===== src/rtl/dma_rd_sequencer.sv =====
// DMA read sequencer: splits a CSR-requested transfer into line-sized AXI4 INCR
// read bursts (one outstanding) and forwards the returned beats as AXI4-Stream.
module dma_rd_sequencer #(
    parameter int ADDR_WIDTH = 32,
    parameter int DATA_WIDTH = 32,
    parameter int MAX_BEATS  = 16
) (
    input  logic                  clk,
    input  logic                  rst_n,
    input  logic                  i_start,
    input  logic [ADDR_WIDTH-1:0] i_base_addr,
    input  logic [ADDR_WIDTH-1:0] i_len,
    output logic                  o_busy,
    output logic                  o_done,
    output logic                  o_error,
    output logic [ADDR_WIDTH-1:0] m_axi_araddr,
    output logic [7:0]            m_axi_arlen,
    output logic [2:0]            m_axi_arsize,
    output logic [1:0]            m_axi_arburst,
    output logic                  m_axi_arvalid,
    input  logic                  m_axi_arready,
    input  logic [DATA_WIDTH-1:0] m_axi_rdata,
    input  logic [1:0]            m_axi_rresp,
    input  logic                  m_axi_rlast,
    input  logic                  m_axi_rvalid,
    output logic                  m_axi_rready,
    output logic [DATA_WIDTH-1:0] m_axis_tdata,
    output logic                  m_axis_tvalid,
    output logic                  m_axis_tlast,
    input  logic                  m_axis_tready,
    output logic [1:0]            o_dbg_state
);

    localparam int BL_W       = ADDR_WIDTH - 2;
    localparam int LINE_BYTES = MAX_BEATS * (DATA_WIDTH / 8);
    localparam int LINE_SHIFT = $clog2(LINE_BYTES);

    typedef enum logic [1:0] {
        S_IDLE = 2'd0,
        S_ADDR = 2'd1,
        S_DATA = 2'd2
    } state_t;

    state_t                state_q;
    logic [ADDR_WIDTH-1:0] araddr_q;
    logic [7:0]            arlen_q;
    logic                  arvalid_q;
    logic                  busy_q;
    logic                  done_q;
    logic                  error_q;
    logic                  err_seen_q;
    logic [BL_W-1:0]       beats_left_q;
    logic [BL_W-1:0]       beats_left_d;
    logic [7:0]            burst_cnt_q;
    logic [7:0]            burst_cnt_d;

    logic in_data;
    logic beat;
    logic exp_last;
    logic burst_end;
    logic beat_err;
    logic start_bad;

    function automatic logic [7:0] burst_len(input logic [BL_W-1:0] beats);
        if (beats >= BL_W'(MAX_BEATS)) return 8'(MAX_BEATS - 1);
        else return 8'(beats - 1'b1);
    endfunction

    // R and stream are tied together in S_DATA so no beat is ever buffered here.
    assign in_data       = (state_q == S_DATA);
    assign m_axi_rready  = in_data & m_axis_tready;
    assign m_axis_tvalid = in_data & m_axi_rvalid;
    assign m_axis_tlast  = in_data & (beats_left_q == BL_W'(1));
    assign m_axis_tdata  = m_axi_rdata;

    assign beat         = in_data & m_axi_rvalid & m_axis_tready;
    assign exp_last     = (burst_cnt_q == 8'd0);
    assign burst_end    = m_axi_rlast | exp_last;
    assign beat_err     = err_seen_q | (m_axi_rresp != 2'b00) | (m_axi_rlast != exp_last);
    assign beats_left_d = beats_left_q - 1'b1;
    assign burst_cnt_d  = burst_cnt_q - 1'b1;
    assign start_bad    = (i_base_addr[LINE_SHIFT-1:0] != '0) || (i_len == '0) || (i_len[1:0] != 2'b00);

    assign m_axi_araddr  = araddr_q;
    assign m_axi_arlen   = arlen_q;
    assign m_axi_arsize  = 3'b010;
    assign m_axi_arburst = 2'b01;
    assign m_axi_arvalid = arvalid_q;
    assign o_busy        = busy_q;
    assign o_done        = done_q;
    assign o_error       = error_q;
    assign o_dbg_state   = state_q;

    always_ff @(posedge clk or negedge rst_n) begin
        if (!rst_n) begin
            state_q      <= S_IDLE;
            araddr_q     <= '0;
            arlen_q      <= '0;
            arvalid_q    <= 1'b0;
            busy_q       <= 1'b0;
            done_q       <= 1'b0;
            error_q      <= 1'b0;
            err_seen_q   <= 1'b0;
            beats_left_q <= '0;
            burst_cnt_q  <= '0;
        end else begin
            case (state_q)
                S_IDLE: begin
                    if (i_start) begin
                        done_q     <= 1'b0;
                        error_q    <= 1'b0;
                        err_seen_q <= 1'b0;
                        if (start_bad) begin
                            error_q <= 1'b1;
                        end else begin
                            beats_left_q <= i_len[ADDR_WIDTH-1:2];
                            araddr_q     <= i_base_addr;
                            arlen_q      <= burst_len(i_len[ADDR_WIDTH-1:2]);
                            arvalid_q    <= 1'b1;
                            busy_q       <= 1'b1;
                            state_q      <= S_ADDR;
                        end
                    end
                end
                S_ADDR: begin
                    if (m_axi_arready) begin
                        arvalid_q   <= 1'b0;
                        burst_cnt_q <= arlen_q;
                        state_q     <= S_DATA;
                    end
                end
                S_DATA: begin
                    if (beat) begin
                        beats_left_q <= beats_left_d;
                        burst_cnt_q  <= burst_cnt_d;
                        if (beat_err) err_seen_q <= 1'b1;
                        // A burst ends at rlast or at the expected final beat, whichever is first.
                        if (burst_end) begin
                            if (beat_err) begin
                                error_q <= 1'b1;
                                busy_q  <= 1'b0;
                                state_q <= S_IDLE;
                            end else if (beats_left_d == '0) begin
                                done_q  <= 1'b1;
                                busy_q  <= 1'b0;
                                state_q <= S_IDLE;
                            end else begin
                                araddr_q  <= araddr_q + ADDR_WIDTH'(LINE_BYTES);
                                arlen_q   <= burst_len(beats_left_d);
                                arvalid_q <= 1'b1;
                                state_q   <= S_ADDR;
                            end
                        end
                    end
                end
                default: state_q <= S_IDLE;
            endcase
        end
    end

endmodule


===== config.mk =====
export PLATFORM = sky130hd
export DESIGN_NAME = dma_rd_sequencer
export DESIGN_NICKNAME = d
export VERILOG_FILES = /design/src/rtl/dma_rd_sequencer.sv
export SDC_FILE = /design/constraint.sdc
export NUM_CORES = 1
export LEC_CHECK = 0
export BUFFER_PORTS_ARGS = -buffer_cell sky130_fd_sc_hd__buf_2
export CAP_MARGIN = 0
export CORE_ASPECT_RATIO = 1.25
export CORE_MARGIN = 2
export CORE_UTILIZATION = 35
export CTS_CLUSTER_DIAMETER = 150
export CTS_CLUSTER_SIZE = 14
export DETAILED_ROUTE_END_ITERATION = 10
export SLEW_MARGIN = 5
export SYNTH_ARGS = -nofsm -noshare
export SYNTH_HDL_FRONTEND = slang
export SYNTH_SLANG_ARGS = --single-unit
export TNS_END_PERCENT = 20

===== constraint.sdc =====
create_clock -name clk -period 6.3 [get_ports clk]
set_clock_uncertainty 0.1 [all_clocks]
set_input_delay 0.315 -clock clk [delete_from_list [all_inputs] [get_ports clk]]
set_output_delay 0.315 -clock clk [all_outputs]
set_load 0.01 [all_outputs]

Yosys cells after proc, flatten, opt, wreduce, memory -nomap -nowiden
Index checks and enable logic that the tools add are counted.
- word-level logic and storage cells: 117
- register bits after elaboration: 85
- output and inout bits: 86
- equal/unequal tests: 14
- bitwise operators: 7
- reduce and logical (&&, ||, !) cells: 21
- $lt $le $gt $ge: 2
- add/subtract/negate cells: 5
- multiplexer cells: 58
- operators with widths (kind ; number):
    $mux W32 ; 6
    $mux W30 ; 3
    $mux W8 ; 10
    $pmux W32 S2 ; 1
    $ge A30 B5 Y1 const B ; 2
    $pmux W30 S2 ; 1
    $add A32 B7 Y32 const B ; 1
    $logic_not A32 Y1 ; 1
    $pmux W8 S2 ; 2
    $eq A30 B1 Y1 const B ; 1
    $logic_not A30 Y1 ; 1
    $sub A30 B1 Y30 const B ; 1
    $mux W1 ; 24
    $sub A8 B1 Y8 const B ; 3
    $reduce_and A6 Y1 ; 2
    $mux W2 ; 5
    $ne A2 B2 Y1 const B ; 5
    $reduce_and A5 Y1 ; 2
    $logic_not A8 Y1 ; 1
    $ne A2 B1 Y1 const B ; 4
    $pmux W1 S2 ; 4
    $reduce_and A4 Y1 ; 2
    $reduce_and A8 Y1 ; 1
    $reduce_bool A2 Y1 ; 4
    14 further kinds ; 20

Longest topological paths before layout
- word-level depth: 8
- depth in mapped cells: 15
- depth with buffers taken out: 10

Worst setup path after synthesis
No wires, ideal clock.
- path kind: reg2reg
- from: register beats_left_q[0]
- to: register araddr_q[7] (netlist: m_axi_araddr[7])
- cell stages (with the launch flop): 14
- arrival time: 3083 ps
- path slack: 2992 ps
- path through: dfrtp_1 > buf_2 > inv_1 > ha_1 > buf_2 > nor3b_2 > nand4_1 > or4_4 > a2111oi_2 > nand4b_1 > o21ai_2 > a21oi_2 > buf_6 > mux2_4
- longest elaborated chain between the ends: 4
- RTL lines (what ; RTL line ; text):
    start: declaration ; 52 ; logic [BL_W-1:0] beats_left_q;
    start signal: assignment ; 116 ; beats_left_q <= i_len[ADDR_WIDTH-1:2];
    start signal: assignment ; 134 ; beats_left_q <= beats_left_d;
    $sub A30 B1 Y30 ; 80 ; assign beats_left_d = beats_left_q - 1'b1;
    $logic_not A30 Y1 ; 143 ; end else if (beats_left_d == '0) begin
    $ne A2 B2 Y1 (no source line) ; -- ;
    $reduce_and A7 Y1 (no source line) ; -- ;
    end signal: assignment ; 117 ; araddr_q <= i_base_addr;
    end signal: assignment ; 148 ; araddr_q <= araddr_q + ADDR_WIDTH'(LINE_BYTES);
    end: declaration ; 45 ; logic [ADDR_WIDTH-1:0] araddr_q;
No other way between the ends.
A chain may end at the register's enable or synchronous reset.

Worst setup path in the final report
- from: register beats_left_q[0]
- to: register araddr_q[23] (netlist: m_axi_araddr[23])
Same word-level chain as after synthesis.

==> flow_metrics.env <==
export IMPL_synth_edff_count=0
export IMPL_synth_warnings=0
export IMPL_layout_common_cells="120 x buf_2, 85 x dfrtp_1, 67 x nand2_1"
export IMPL_gr_usage_all_layers_pct=19.8
export IMPL_root_buffer="clkbuf_16"
export IMPL_syn_mean_instance_area_um2=8.24
export IMPL_syn_to_final_growth_pct=12.9
export IMPL_cp_num_buf_inv=2
export IMPL_numCtsBuffers=9
export IMPL_cts_tree="yes"
export IMPL_drc=0
export IMPL_critPathKind="flop to flop"
export IMPL_ios=191
export IMPL_die_w_um=121
export IMPL_io_buffers=121
export IMPL_drive_above_1_share_pct=22.3
export IMPL_max_stage_delay_ns=0.67
export IMPL_coreArea_um2=16800
export IMPL_grt_antenna_before_repair=0
export IMPL_clockPowerShare_pct=19.2
export IMPL_run_status="complete, no violations"
export IMPL_setup_viol=0
export IMPL_synth_distinct_cells=79
export IMPL_rows=53
export IMPL_whs_path_depth=3
export IMPL_grt_max_degree=77
export IMPL_synthCells=723
export IMPL_cp_required_ns=6.46
export IMPL_clkSlewWorstSetupHoldPaths_ns=0.08
export IMPL_max_cap_violations=0
export IMPL_worst_pin_slew_ns=0.914
export IMPL_start_kind="flop"
export IMPL_gp_congestion=0.886
export IMPL_netlist_area_um2=5960
export IMPL_hold_class="input pin to flop"
export IMPL_wl_per_cell_um=17.6
export IMPL_place_inst=993
export IMPL_dieHeight_um=150
export IMPL_crit_cells=11
export IMPL_finalHoldViolCount=0
export IMPL_async_flop_share_pct=100
export IMPL_synth_seq_cells=85
export IMPL_routed_wl_um=17800
export IMPL_slew_violations=0
export IMPL_ctsResizeCount=0
export IMPL_grt_pass1_vias=5322
export IMPL_end_kind="flop"
export IMPL_n_antenna_cell=0
export IMPL_min_period_over_period_pct=70.3
export IMPL_switching_share_pct=45.8
export IMPL_ant_nets=0
export IMPL_hpwlAfterDp_um=12500
export IMPL_cp_arrival_ns=4.60
export IMPL_power_switching_uw=1270
export IMPL_initial_core_util_pct=35.5
export IMPL_seq_power_share_pct=40.6
export IMPL_crit_slowest_cell="o211ai_2"
export IMPL_rsz0062_at_grt="no"
export IMPL_final_common_cell="buf_2"
export IMPL_final_core_util_pct=40.1
export IMPL_ff2ff_path_depth=11
export IMPL_clock_path_buffers=2
export IMPL_globalRoute_totalOverflow=0
export IMPL_critPathTopFamily="simple AND/OR/NAND/NOR gates"
export IMPL_path_cells="inv_1, ha_1, nor3b_2, nand4_1, or4_4, a2111oi_2, nand4b_1, o211ai_2, buf_4, o211ai_1, o311ai_1"
export IMPL_cts_setup_buffers=0
export IMPL_tns_ns=0
export IMPL_fmax_mhz=226
export IMPL_worstPathMaxFanout=19
export IMPL_dr_pass1_iters=5
export IMPL_irDropWorstVdd_v=0.000186
export IMPL_clock_sinks=85
export IMPL_p_int_uw=1510
export IMPL_drt_iter0_markers=399
export IMPL_vias=5743
export IMPL_timing_slew_headroom_pct=38.6
export IMPL_synth_seq_area_share_pct=35.7
export IMPL_cts_htree_levels=3
export IMPL_via_per_inst=5.69
export IMPL_totalPowerFinal_uw=2780
export IMPL_die_area_um2=18100
export IMPL_synth_main_ff_cell="dfrtp_1"
export IMPL_final_cells=1010
export IMPL_leakage_uw=0.00274
export IMPL_grt_first_pass_wirelength_um=28400
export IMPL_insertion_delay_ns=0.36
export IMPL_nNetsFinal=899
export IMPL_period_minus_slack_ns=4.43
export IMPL_power_density_nw_per_um2=413
export IMPL_comb_power_share_pct=40.2
[state kept, by name, summed over array words and instances, names as in the netlist]
name and cells:
m_axi_araddr 32, beats_left_q 30, burst_cnt_q 8, m_axi_arlen 8, o_dbg_state 2, err_seen_q 1, m_axi_arvalid 1, o_busy 1
o_done 1, o_error 1
[cell usage after synthesis (4+ instances only)]
| library cell | instances | area [um^2] |
|---|---|---|
| nor3_1 | 26 | 130 |
| o211ai_1 | 16 | 120 |
| o22ai_1 | 7 | 43.8 |
| nor2_1 | 66 | 248 |
| o31ai_1 | 5 | 37.5 |
| clkbuf_1 | 29 | 109 |
| buf_4 | 38 | 285 |
| dfrtp_1 | 85 | 2130 |
| o21a_1 | 5 | 37.5 |
| a21oi_1 | 64 | 320 |
| xor2_1 | 4 | 35.0 |
| a22oi_1 | 9 | 67.6 |
| nor4_1 | 21 | 131 |
| o21ai_1 | 4 | 20.0 |
| a21o_1 | 5 | 37.5 |
| and3_1 | 8 | 50.1 |
| a31oi_1 | 10 | 62.6 |
| and2_1 | 8 | 50.1 |
| nand4b_1 | 4 | 35.0 |
| inv_1 | 14 | 52.6 |
| o21ai_0 | 52 | 260 |
| ha_1 | 9 | 113 |
| o311ai_0 | 4 | 35.0 |
| and4_1 | 4 | 35.0 |
| nand3_1 | 29 | 145 |
| mux2_4 | 6 | 90.1 |
| or2_2 | 4 | 25.0 |
| o22a_1 | 5 | 43.8 |
| xnor2_1 | 10 | 87.6 |
| or3_1 | 5 | 31.3 |
| buf_6 | 5 | 56.3 |
| buf_2 | 7 | 35.0 |
| nand2_1 | 67 | 251 |
| or4_1 | 6 | 45.0 |
| nor4_2 | 4 | 50.1 |
| nand4_1 | 14 | 87.6 |
[path summary, 6_finish.rpt]
| path | start | to | slack, ns |
|---|---|---|---|
| max in group asynchronous | rst_n | m_axi_araddr[12]$_DFFE_PN0P_ | 4.70 |
| min in group asynchronous | rst_n | beats_left_q[20]$_DFFE_PN0P_ | 0.40 |
| setup / recovery | beats_left_q[0]$_DFFE_PN0P_ | m_axi_araddr[23]$_DFFE_PN0P_ | 1.87 |
| hold reg to reg | m_axi_araddr[2]$_DFFE_PN0P_ | m_axi_araddr[2]$_DFFE_PN0P_ | 0.38 |
| setup reg to reg | beats_left_q[0]$_DFFE_PN0P_ | m_axi_araddr[23]$_DFFE_PN0P_ | 1.87 |
| hold / removal | i_base_addr[13] | m_axi_araddr[13]$_DFFE_PN0P_ | 0.06 |
[layer usage]
metal  vias to the layer above  global-route usage [%]  share of wire [%]  wire length [um]
li1                       2771                       -                  -                 -
met4                         0                    8.49                3.0               533
met2                       197                    32.2                 48              8540
met3                        35                    3.39                5.2               932
met5                         -                       0                  0                 0
met1                      2740                    25.8                 44              7800
[power groups by stage]
stage / registers [uW] / logic [uW] / clock network [uW]
finish: 1130 / 1120 / 533
global route: 1180 / 1250 / 568
CTS: 1120 / 1120 / 545
detailed placement: 1130 / 1110 / 0
global placement: 1130 / 1110 / 0
floorplan: 1020 / 869 / 0
[worst reg2reg max path, stage by stage, from the launching register on]
cell	delay (ns)
dfrtp_1	0.51
inv_1	0.13
ha_1	0.31
nor3b_2	0.37
nand4_1	0.46
or4_4	0.66
a2111oi_2	0.30
nand4b_1	0.24
o211ai_2	0.67
buf_4	0.34
o211ai_1	0.12
o311ai_1	0.14
[timing repair]
| action | in CTS | in global routing |
|---|---|---|
| hold endpoints to repair | 42 | 0 |
| endpoints found under the setup margin | 0 | 0 |
| hold buffers | 1 | 0 |
[kinds of logic after synthesis]
kind of cell,synth area share [%]
buf+inv,9.22
flops,35.7
compound gates,23.7
other cells,0.126
simple gates,25.1
mux,2.21
xor+xnor,2.06
fa+ha+maj,1.89
[per-stage QoR]
stage	hold WS (ns)	setup WS, ns	instance area, um^2
finish	0.0627	1.87	6730
global route	0.0701	1.47	6730
CTS	0.0595	1.87	6730
detailed placement	0.274	1.88	6430
global placement	0.272	1.98	6430
floorplan	-0.0806	2.99	5970
[cell type report]
type                    count  area, um^2
fillers                  1766       10100
multi-input cells         545        3310
flip-flops and latches     85        2130
repair buffers            130         678
well taps                 220         275
clock buffers               9         225
clock inverters             7        62.6
inverters                  14        52.6
Power figures use the tool's default switching activity.
